<file path="config.mk">
export PLATFORM = sky130hd
export DESIGN_NAME = simmem_delay_calc
export DESIGN_NICKNAME = d
export VERILOG_FILES = /design/src/rtl/simmem_delay_calc.sv
export SDC_FILE = /design/constraint.sdc
export NUM_CORES = 1
export LEC_CHECK = 0
export BUFFER_PORTS_ARGS = -buffer_cell sky130_fd_sc_hd__buf_2
export CORE_MARGIN = 5
export CORE_UTILIZATION = 40
export CTS_CLUSTER_DIAMETER = 50
export CTS_CLUSTER_SIZE = 8
export DETAILED_ROUTE_END_ITERATION = 8
export GPL_ROUTABILITY_DRIVEN = 0
export SLEW_MARGIN = 20
export SYNTH_ARGS = -nofsm -noshare
export SYNTH_HDL_FRONTEND = slang
export SYNTH_SLANG_ARGS = --single-unit
export TNS_END_PERCENT = 30
</file>
<file path="constraint.sdc">
create_clock -name clk_i -period 6.6 [get_ports clk_i]
set_input_delay 1.32 -clock clk_i [delete_from_list [all_inputs] [get_ports clk_i]]
set_output_delay 1.32 -clock clk_i [all_outputs]
set_load 0.05 [all_outputs]
</file>
<file path="src/rtl/simmem_delay_calc.sv">
// simmem_delay_calc: DRAM-like release delay model for simmem entries.
// Tracks per-bank open row and residual busy time; one delay per request.
module simmem_delay_calc #(
    parameter int AddrWidth    = 32,
    parameter int NumBanks     = 8,
    parameter int BankLsb      = 13,
    parameter int RowWidth     = 14,
    parameter int CounterWidth = 8
) (
    input  logic                    clk_i,
    input  logic                    rst_ni,
    input  logic                    req_valid_i,
    output logic                    req_ready_o,
    input  logic [AddrWidth-1:0]    req_addr_i,
    output logic                    delay_valid_o,
    input  logic                    delay_ready_i,
    output logic [CounterWidth-1:0] delay_o,
    input  logic [CounterWidth-1:0] cfg_tcl_i,
    input  logic [CounterWidth-1:0] cfg_trcd_i,
    input  logic [CounterWidth-1:0] cfg_trp_i,
    input  logic                    flush_i
);

    localparam int BankW = $clog2(NumBanks);
    localparam int SumW  = CounterWidth + 2;
    localparam int RowLsb = BankLsb + BankW;

    logic [NumBanks-1:0]     open_q;
    logic [RowWidth-1:0]     row_q  [NumBanks];
    logic [CounterWidth-1:0] busy_q [NumBanks];

    logic [BankW-1:0]        bank;
    logic [RowWidth-1:0]     row;
    logic                    accept;
    logic                    hit;
    logic [SumW-1:0]         base;
    logic [SumW-1:0]         sum;
    logic [CounterWidth-1:0] delay;
    logic                    unused_addr;

    assign bank        = req_addr_i[BankLsb +: BankW];
    assign row         = req_addr_i[RowLsb +: RowWidth];
    assign unused_addr = ^req_addr_i;

    assign req_ready_o = ~flush_i && (~delay_valid_o || delay_ready_i);
    assign accept      = req_valid_i && req_ready_o;
    assign hit         = open_q[bank] && (row_q[bank] == row);

    always_comb begin
        base = '0;
        unique case (1'b1)
            hit: begin
                base = SumW'(cfg_tcl_i);
            end
            !open_q[bank]: begin
                base = SumW'(cfg_trcd_i) + SumW'(cfg_tcl_i);
            end
            default: begin
                base = SumW'(cfg_trp_i) + SumW'(cfg_trcd_i)
                     + SumW'(cfg_tcl_i);
            end
        endcase
    end

    // The wide sum cannot wrap; any carry out of CounterWidth saturates.
    always_comb begin
        sum   = SumW'(busy_q[bank]) + base;
        delay = sum[CounterWidth-1:0];
        if (sum[SumW-1:CounterWidth] != '0) begin
            delay = {CounterWidth{1'b1}};
        end
    end

    always_ff @(posedge clk_i or negedge rst_ni) begin
        if (!rst_ni) begin
            open_q <= '0;
            for (int i = 0; i < NumBanks; i++) begin
                row_q[i]  <= '0;
                busy_q[i] <= '0;
            end
        end else if (flush_i) begin
            open_q <= '0;
            for (int i = 0; i < NumBanks; i++) begin
                busy_q[i] <= '0;
            end
        end else begin
            for (int i = 0; i < NumBanks; i++) begin
                if (accept && (bank == BankW'(i))) begin
                    open_q[i] <= 1'b1;
                    row_q[i]  <= row;
                    busy_q[i] <= delay;
                end else if (busy_q[i] != '0) begin
                    busy_q[i] <= busy_q[i] - 1'b1;
                end
            end
        end
    end

    always_ff @(posedge clk_i or negedge rst_ni) begin
        if (!rst_ni) begin
            delay_valid_o <= 1'b0;
            delay_o       <= '0;
        end else if (accept) begin
            delay_valid_o <= 1'b1;
            delay_o       <= delay;
        end else if (delay_ready_i) begin
            delay_valid_o <= 1'b0;
        end
    end

endmodule

</file>
-- Word level (Yosys, flattened, before mapping)
Cells that the tools add are included.
W data, S select, Z words.
- output and inout bits: 10
- flip-flop bits (word level): 193
- input bits: 61
- word-level logic and storage cells: 137
- reduce and logical (&&, ||, !) cells: 48
- add/subtract/negate cells: 12
- magnitude comparators: 2
- bitwise gates (word level): 3
- mux-type cells: 38
- equality and inequality tests: 8
- operators with widths (kind ; count):
    $mux W8 ; 20
    $mux W64 ; 1
    $reduce_bool A8 Y1 ; 8
    $sub A8 B1 Y8 const B ; 8
    $bmux W14 S3 ; 1
    $mux W14 ; 2
    $bmux W8 S3 ; 1
    $reduce_bool A3 Y1 ; 8
    $pmux W10 S2 ; 1
    $reduce_bool A2 Y1 ; 10
    $add A8 B8 Y9 ; 2
    $reduce_and A2 Y1 ; 8
    $eq A14 B14 Y1 ; 1
    $eq A3 B3 Y1 const B ; 4
    $logic_and A1 B1 Y1 ; 11
    $mux W1 ; 11
    $add A8 B10 Y10 ; 1
    $add A9 B8 Y10 ; 1
    $eq A3 B2 Y1 const B ; 2
    $ge A4 B4 Y1 const B ; 1
    $lt A3 B4 Y1 const B ; 1
    $not A3 Y4 ; 1
    $bmux W1 S3 ; 1
    $eq A3 B1 Y1 const B ; 1
    other kinds (4) ; 5

-- Depth between registers and ports, before layout
Gate-level depths: netlist of run 1.
- depth in word-level cells: 12
- gate-level depth with buffers: 26
- gate-level depth less buffers: 21

-- Worst setup path before layout of run 1
Ideal clock, no wire load.
- path kind: input to register
- start point: input port req_addr_i[13]
- end point: register busy_q[16] in the netlist's numbering
- data required time: 6.464 ns
- library setup time: 0.136 ns
- arrival: 6.198 ns
- path slack: 0.266 ns
- buffers on the path: 2
- cell stages on the path: 22
- cells stage by stage: buf_2 > buf_6 > mux4_2 > mux2i_1 > xnor2_1 > or4_4 > nor4_4 > nand2_2 > mux2i_1 > o21ai_0 > ha_1 > inv_1 > fa_1 > nor2b_1 > o31ai_1 > a21boi_0 > o21ai_0 > nor2b_1 > or4_1 > a31o_4 > a21oi_2 > o211ai_1
- word-level cells in the longest chain between the ends: 12
- ends and longest elaborated chain (element ; line ; RTL):
    start: declaration ; 14 ; input logic [AddrWidth-1:0] req_addr_i,
    $not A3 Y4 (not written as such) ; 47, 67 ;
    $bmux W14 S3 ; 47 ; assign hit = open_q[bank] && (row_q[bank] == row);
    $mux W14 (not written as such) (2 in a row) ; 47 ;
    $eq A14 B14 Y1 ; 47 ;
    $logic_and A1 B1 Y1 ; 47 ;
    $pmux W10 S2 ; 51 ; unique case (1'b1)
    $add A8 B10 Y10 ; 67 ; sum = SumW'(busy_q[bank]) + base;
    $reduce_bool A2 Y1 ; 69 ; if (sum[SumW-1:CounterWidth] != '0) begin
    $mux W8 ; 69 ;
    $mux W8 ; 88 ; if (accept && (bank == BankW'(i))) begin
    $mux W64 ; 81 ; end else if (flush_i) begin
    end signal: indexed assignment ; 91 ; busy_q[i] <= delay;
    end signal: indexed assignment ; 93 ; busy_q[i] <= busy_q[i] - 1'b1;
    end: declaration ; 30 ; logic [CounterWidth-1:0] busy_q [NumBanks];
Parallel ways exist; a longest one is shown, timed or not. The select of a mux whose other input is x is not followed.
A chain may end at the register's enable or synchronous reset.

-- Worst setup path in the final report of run 1
Same ends and word-level chain as after synthesis.

==> results of run 1 <==
-- power groups by stage --
stage               Clock [W]  Sequential, W  Combinational (W)
floorplan                   0        0.00182            0.00143
global placement            0        0.00182            0.00212
detailed placement          0        0.00183            0.00215
CTS                   0.00108        0.00181            0.00216
global route          0.00114        0.00186            0.00239
finish                0.00106        0.00182            0.00216
-- flip-flops by register name, indices dropped and copies added, names as in the netlist --
| register | flops |
|---|---|
| delay_valid_o | 1 |
| open_q | 8 |
| row_q | 112 |
| busy_q | 64 |
| delay_o | 8 |
-- logic make-up (layout without fill, tap and decap cells) --
family	Yosys count	in the layout	synth area share [%]
adder cells (fa/ha/maj)	42	42	5.334
XOR/XNOR	64	64	4.917
multiplexers	99	99	11.95
buffers and inverters	120	199	4.259
AO/OA/AOI/OAI	240	240	13.47
AND/OR/NAND/NOR	466	466	17.70
flip-flops	193	193	42.37
-- metrics by stage --
step                utilization (%)  area [µm²]  instances  total power (W)  setup TNS [ns]
finish                        46.78       13070       1681         0.005032               0
global route                  46.78       13070       1681         0.005393               0
CTS                           46.73       13050       1681         0.005050               0
detailed placement            44.55       12450       1649         0.003983          -16.25
global placement              44.54       12440       1649         0.003939          -7.316
floorplan                         -       11400       1224         0.003250               0
-- worst min-delay path, cell delays in order, from the launching register on --
cell and delay, ns:
dfrtp_1 0.34, nand2_1 0.05, nand2_1 0.05
-- final cells by class --
cell class	count	area [µm²]
inverter	47	176.4
clock inverter	15	181.4
multi-input combinational	911	6125
timing repair buffer	120	855.8
clock buffer	17	425.4
tap	378	473.0
fill	2713	14870
sequential	193	4830
-- per-layer routing --
metal / track usage [%] / up-vias / part of all wire, % / wire length (µm)
li1: - / 4387 / - / -
met1: 28.21 / 4529 / 46 / 14450
met5: 0 / - / 0 / 0
met3: 2.910 / 31 / 4.4 / 1380
met2: 33.12 / 215 / 48 / 14930
met4: 4.861 / 0 / 1.3 / 405
-- worst paths after layout --
check                                           start                      to  cells past startpoint
max in group asynchronous                      rst_ni   busy_q[0]$_DFFE_PN0P_                      2
worst max-delay path                   req_addr_i[13]  busy_q[16]$_DFFE_PN0P_                     24
worst min-delay path            row_q[51]$_DFFE_PN0P_   row_q[51]$_DFFE_PN0P_                      2
worst min register to register  row_q[51]$_DFFE_PN0P_   row_q[51]$_DFFE_PN0P_                      2
worst max register to register   row_q[4]$_DFFE_PN0P_  busy_q[16]$_DFFE_PN0P_                     23
min in group asynchronous                      rst_ni  busy_q[23]$_DFFE_PN0P_                      1
-- what timing repair did --
action	CTS	global route
setup endpoints to repair	0	71
resized for setup	0	6
endpoints found under the hold margin	0	0
-- placed cells by master (no fill, tap or decap), types with 5 or more instances in the layout --
master,count
xor2_1,27
or3_1,24
clkinv_8,5
ha_1,31
nor3_2,5
a22oi_1,14
nor4_1,9
mux4_2,25
clkbuf_16,17
o21ai_0,78
a211oi_1,10
nand2b_1,11
buf_2,52
buf_12,6
inv_8,5
o22ai_1,10
nor3_1,14
fa_1,11
xnor2_1,37
o21a_1,6
inv_1,47
nand2_1,310
nor2b_1,6
dfrtp_1,193
nor2_1,52
mux2_2,47
mux2i_1,27
buf_4,58
nor3b_1,8
a21oi_1,20
a31oi_1,51
a21o_1,8
==> reports/metrics.cfg, run 1 <==
[sta]
setup_viol=0
drv_slew=0
rsz0062_at_grt=no
fmax_mhz=160.3
finalCritPeriodShare_pct=94.52
clock_skew_ns=0.01781
max-slew-margin-rel_pct=27.27
setup_ws_ns=0.3616
holdWs_ns=0.4750
worst_slew_pin_slew_ns=1.088
hold_viol=0
period_needed_ns=6.238

[synth]
synth_area_um2=11400
synthTopCellsByArea=dfrtp_1 (42%), nand2_1 (10%), mux4_2 (4.9%)
synth_cell_types=66
avgSynthCellArea_um2=9.313
synth_nets=1327
yosys.area.top_type=dfrtp_1
synth.top_cell.area_share_pct=42.37
syn-instance-count=1224
synth_most_common_cell=nand2_1
ys_ff_latch=193
yosysSeqAreaShare_pct=42.37
async_flop_share_pct=100.0
synth-edff-count=0
yosysWarnings=0
synth_ff_type=dfrtp_1
synthTopCellsByCount=nand2_1 (310), dfrtp_1 (193), o21ai_0 (79)

[critical_path]
cp_slowest_stage_delay_ns=0.55
cp_max_fo=9
cp.required_ns=6.88
path_cells=clkbuf_4 > mux4_2 > nor2_1 > or3_1 > nand4_1 > or4_4 > nor4_4 > buf_4 > nand2_2 > mux2i_1 > o21ai_1 > ha_1 > inv_1 > fa_1 > nor2b_1 > o31ai_1 > a21boi_1 > o21ai_0 > nor2b_1 > or4_1 > a31o_4 > a21oi_2 > buf_12 > o211ai_1
path_class=in2reg
endpoint_kind=register
cp-start-kind=input pin
worst_path_max_delay_cell=mux4_2
cpMostUsedCell=nor2b_1
worstPathArrival_ns=6.52
reg2reg_slack_ns=1.13
path_buf_inv=4
path_delay_family=simple AND/OR/NAND/NOR gates

[grt]
grt_max_degree=103
grt_antenna_before_repair=0
grt_overflow_total=0
grtUsageTotal_pct=20.14
grt_pass1_wl_mm=50.11
grt_pass1_vias=9044

[floorplan]
die-width_um=178.8
dieArea_um2=31970
row_count=61
coreArea_um2=27930
chipHeight_um=178.8
io_pins=71
initial_core_util_pct=40.81

[placement]
dp_slack_ns=-0.3346
port_buffers=55
place_hpwl_mm=21.10

[clock_tree]
postCtsSetupBuffers=0
cts_made_buffers=17
clk_path_buf_depth=2
htreeDepth=4
cts_root_buffer=clkbuf_16
clkTransAtPathRegs_ns=0.08
ctsHoldBuffers=0
cts_tree=done
clk_latency_ns=0.45
cts.sinks=193

[final_layout]
diodes=0
nets=1393
drive_above_1_share_pct=19.11
syn2layout_area_growth_pct=14.62

[power]
power.leakage_nw=6.181
p_sw_share_pct=40.50
pwr-share-comb_pct=42.9
p_clk_share_pct=21.0
switchingPower_w=0.002038
ir_drop_uv=190.9
power_density_nw_per_um2=385.1
p_int_w=0.002994
p_seq_share_pct=36.1

[drt]
wl_per_cell_um=18.54
drtPass1Iterations=5
routed_wl_mm=31.16
drcViolationCount=0
antenna_left=0
drt_iter0_drc=770
viasPerCell=5.450
via_count=9162

[run_status]
status=completed

[worst_hold_path]
holdCritPathClass=reg2reg

[job]
drv_cap=0

(Power assumes the default switching activity.)
==> run 2, diff against run 1 <==
--- a/config.mk
+++ b/config.mk
@@ -5,6 +5,7 @@
 export SDC_FILE = /design/constraint.sdc
 export NUM_CORES = 1
 export LEC_CHECK = 0
+export ABC_AREA = 1
 export BUFFER_PORTS_ARGS = -buffer_cell sky130_fd_sc_hd__buf_2
 export CORE_MARGIN = 5
 export CORE_UTILIZATION = 40
@@ -12,7 +13,6 @@
 export CTS_CLUSTER_SIZE = 8
 export DETAILED_ROUTE_END_ITERATION = 8
 export GPL_ROUTABILITY_DRIVEN = 0
-export SLEW_MARGIN = 20
 export SYNTH_ARGS = -nofsm -noshare
 export SYNTH_HDL_FRONTEND = slang
 export SYNTH_SLANG_ARGS = --single-unit
==> run 2 against run 1 <==
Effect of this change: core utilization down 1.7 points; clock-buffer cell count unchanged; synthesized cell count up 29%; setup slack better by 0.45 ns; design area down 1.3%; critical path type unchanged; largest cell class unchanged; largest power group unchanged.
==> reports/metrics.cfg, run 2 <==
[placement]
place_hpwl_mm=22.02  ; +4.4%
port_buffers=55  ; unchanged
placed_cells=1983  ; +20%

[sta]
setup_viol=0  ; unchanged
max-slew-margin-rel_pct=35.15  ; +7.9 points
worst_slew_pin_slew_ns=0.9716  ; -0.1162 ns
drv_slew=0  ; unchanged
fmax_mhz=172.6  ; +7.7%
clock_skew_ns=0.01194  ; -0.005879 ns
finalCritPeriodShare_pct=87.76  ; -6.8 points
period_needed_ns=5.792  ; -0.4463 ns
rsz0062_at_grt=no
setup-tns-final_ns=0  ; unchanged
hold_viol=0  ; unchanged

[synth]
synthTopCellsByArea=dfrtp_1 (42%), nand2_1 (17%), o21ai_0 (6.7%)
async_flop_share_pct=100.0  ; unchanged
synthMuxAreaShare_pct=0  ; -12 points
yosys.area.top_type=dfrtp_1
yosysWarnings=0  ; unchanged
syn-instance-count=1581  ; +29%
yosysSeqAreaShare_pct=41.69  ; -0.68 points
synthAdderAreaFrac_pct=5.249  ; -0.085 points
synth.top_cell.area_share_pct=41.69  ; -0.68 points
synth_area_um2=11580  ; +1.6%
synth_top_family_by_area=simple AND/OR/NAND/NOR gates
avgSynthCellArea_um2=7.328  ; -21%
synth_compound_area_share_pct=15.08  ; +1.6 points
synth_simple_gate_area_share_pct=26.45  ; +8.7 points
synth_ff_type=dfrtp_1
ys_ff_latch=193  ; unchanged
synth-edff-count=0  ; unchanged
synth_nets=1684  ; +27%
synth_cell_types=45  ; -32%
synth_xor_area_share_pct=3.175  ; -1.7 points
synth_most_common_cell=nand2_1
synthTopCellsByCount=nand2_1 (529), dfrtp_1 (193), o21ai_0 (156)

[clock_tree]
clk_latency_ns=0.45  ; about the same
cts_root_buffer=clkbuf_16
cts_made_buffers=17  ; unchanged
cts.sinks=193  ; unchanged
cts_resized=0  ; unchanged
clkTransAtPathRegs_ns=0.07  ; about the same
cts_tree=done
htreeDepth=4  ; unchanged
postCtsSetupBuffers=0  ; unchanged
clk_path_buf_depth=2  ; unchanged
ctsHoldBuffers=0  ; unchanged

[grt]
grt_pass1_vias=10060  ; +11%
grtUsageTotal_pct=20.29  ; +0.15 points
grt_antenna_before_repair=0  ; unchanged
grt_overflow_total=0  ; unchanged
grt_max_degree=99  ; -3.9%
grt_pass1_wl_mm=53.32  ; +6.4%

[final_layout]
diodes=0  ; unchanged
nets=1721  ; +24%
syn2layout_area_growth_pct=11.28
top_register=row_q
final_cell_mix=nand2_1 (529), dfrtp_1 (193), o21ai_0 (156), inv_1 (155), nand3_1 (102)
largest_register_ffs=112  ; unchanged
fillers=2929  ; +8.0%
drive_above_1_share_pct=8.952  ; -10 points
top_regs=row_q: 112 flops, busy_q: 64 flops
final_common_cell=nand2_1
stdcell_count=2015  ; +20%

[floorplan]
io_pins=71  ; unchanged
initial_core_util_pct=40.47  ; -0.34 points
row_count=62  ; +1.6%
dieArea_um2=32460  ; +1.5%
coreArea_um2=28630  ; +2.5%
die-width_um=180.2  ; +0.76%
chipHeight_um=180.2  ; +0.76%

[critical_path]
cp.required_ns=6.94  ; +0.06 ns
cp_max_fo=72  ; +63
cpMostUsedCell=nand2_1
cp-start-kind=input pin
endpoint_kind=register
worst_path_max_delay_cell=fa_1
cp_slowest_stage_delay_ns=0.40  ; -0.15 ns
path_class=in2reg
worstPathArrival_ns=6.13  ; -0.39 ns

[drt]
viasPerCell=5.242  ; -3.8%
drcViolationCount=0  ; unchanged
antenna_left=0  ; unchanged
routed_wl_mm=32.98  ; +5.8%
via_count=10560  ; +15%
drtPass1Iterations=6  ; +1
wl_per_cell_um=16.36  ; -12%
drt_iter0_drc=962  ; +25%

[power]
power_density_nw_per_um2=379.3  ; -1.5%
total_power_w=0.004889  ; -2.8%
power.leakage_nw=6.576  ; +6.4%
ir_drop_uv=237.8  ; +25%

[job]
drv_cap=0  ; unchanged

[worst_hold_path]
holdCritPathClass=reg2reg

[run_status]
status=completed

run 2: changes by cell type after synthesis, sizes merged, moves of 13 or more:
cell	before	now
a21oi	22	48
buf	18	31
inv	47	158
mux2	47	0
mux2i	27	0
mux4	25	0
nand2	312	530
nand3	5	102
nor2	56	87
o21ai	80	170
or3	24	0
xnor2	37	7
run 2: worst paths after layout:
check / from / endpoint / slack, ns / depth (start not counted)
setup / recovery: req_addr_i[14] / busy_q[40]$_DFFE_PN0P_ / 0.81 / 30
hold / removal: row_q[26]$_DFFE_PN0P_ / row_q[26]$_DFFE_PN0P_ / 0.47 / 2
setup reg to reg: row_q[91]$_DFFE_PN0P_ / busy_q[40]$_DFFE_PN0P_ / 2.06 / 28
hold reg to reg: row_q[26]$_DFFE_PN0P_ / row_q[26]$_DFFE_PN0P_ / 0.47 / 2
max in group asynchronous: rst_ni / busy_q[14]$_DFFE_PN0P_ / 4.19 / 2
min in group asynchronous: rst_ni / row_q[111]$_DFFE_PN0P_ / 0.93 / 1
run 2: final cells by class:
type                       count  area [µm²]  area share [%]
tap                          384       480.5           3.727
sequential                   193        4830           37.46
multi-input combinational   1152        5812           45.08
inverter                     162       610.6           4.736
clock buffer                  17       425.4           3.300
clock inverter                15       146.4           1.136
timing repair buffer          92       586.8           4.552
run 2: stage by stage:
step                      instance area, µm²  worst slack, ns  util, %  hold slack [ns]
after floorplan                        11580            1.577        -           0.4422
after global placement                 12320           0.3853    43.04           0.4539
after detailed placement               12320           0.3265    43.04           0.4588
after CTS                              12890           0.7954    45.03           0.4777
after global routing                   12890           0.2913    45.03           0.4926
final                                  12890           0.8079    45.03           0.4738
run 2: logic make-up after synthesis:
kind of cell    Yosys count
compound gates          312
xor+xnor                 42
fa+ha+maj                42
buf+inv                 236
flops                   193
simple gates            756
run 2: worst max-delay path: cells and delay by family:
family / cells / cell delay (ns)
AND/OR/NAND/NOR: 20 / 2.50
buffers and inverters: 6 / 1.25
adder cells (fa/ha/maj): 2 / 0.59
AO/OA/AOI/OAI: 2 / 0.43
run 2: per-layer routing:
layer	share of wire, %	vias up	global-route usage, %	wire length [µm]
met5	0	-	0	0
met4	1.9	0	5.777	634
met3	5.5	48	3.210	1828
met2	45	270	31.70	14830
met1	48	5023	29.32	15680
li1	-	5221	-	-
run 2: power by group:
group	internal, W	switching [W]	total, W
sequential	0.00152	0.000249	0.00177
clock	0.000532	0.000501	0.00103
combinational	0.000742	0.00134	0.00208
total	0.00280	0.00209	0.00489
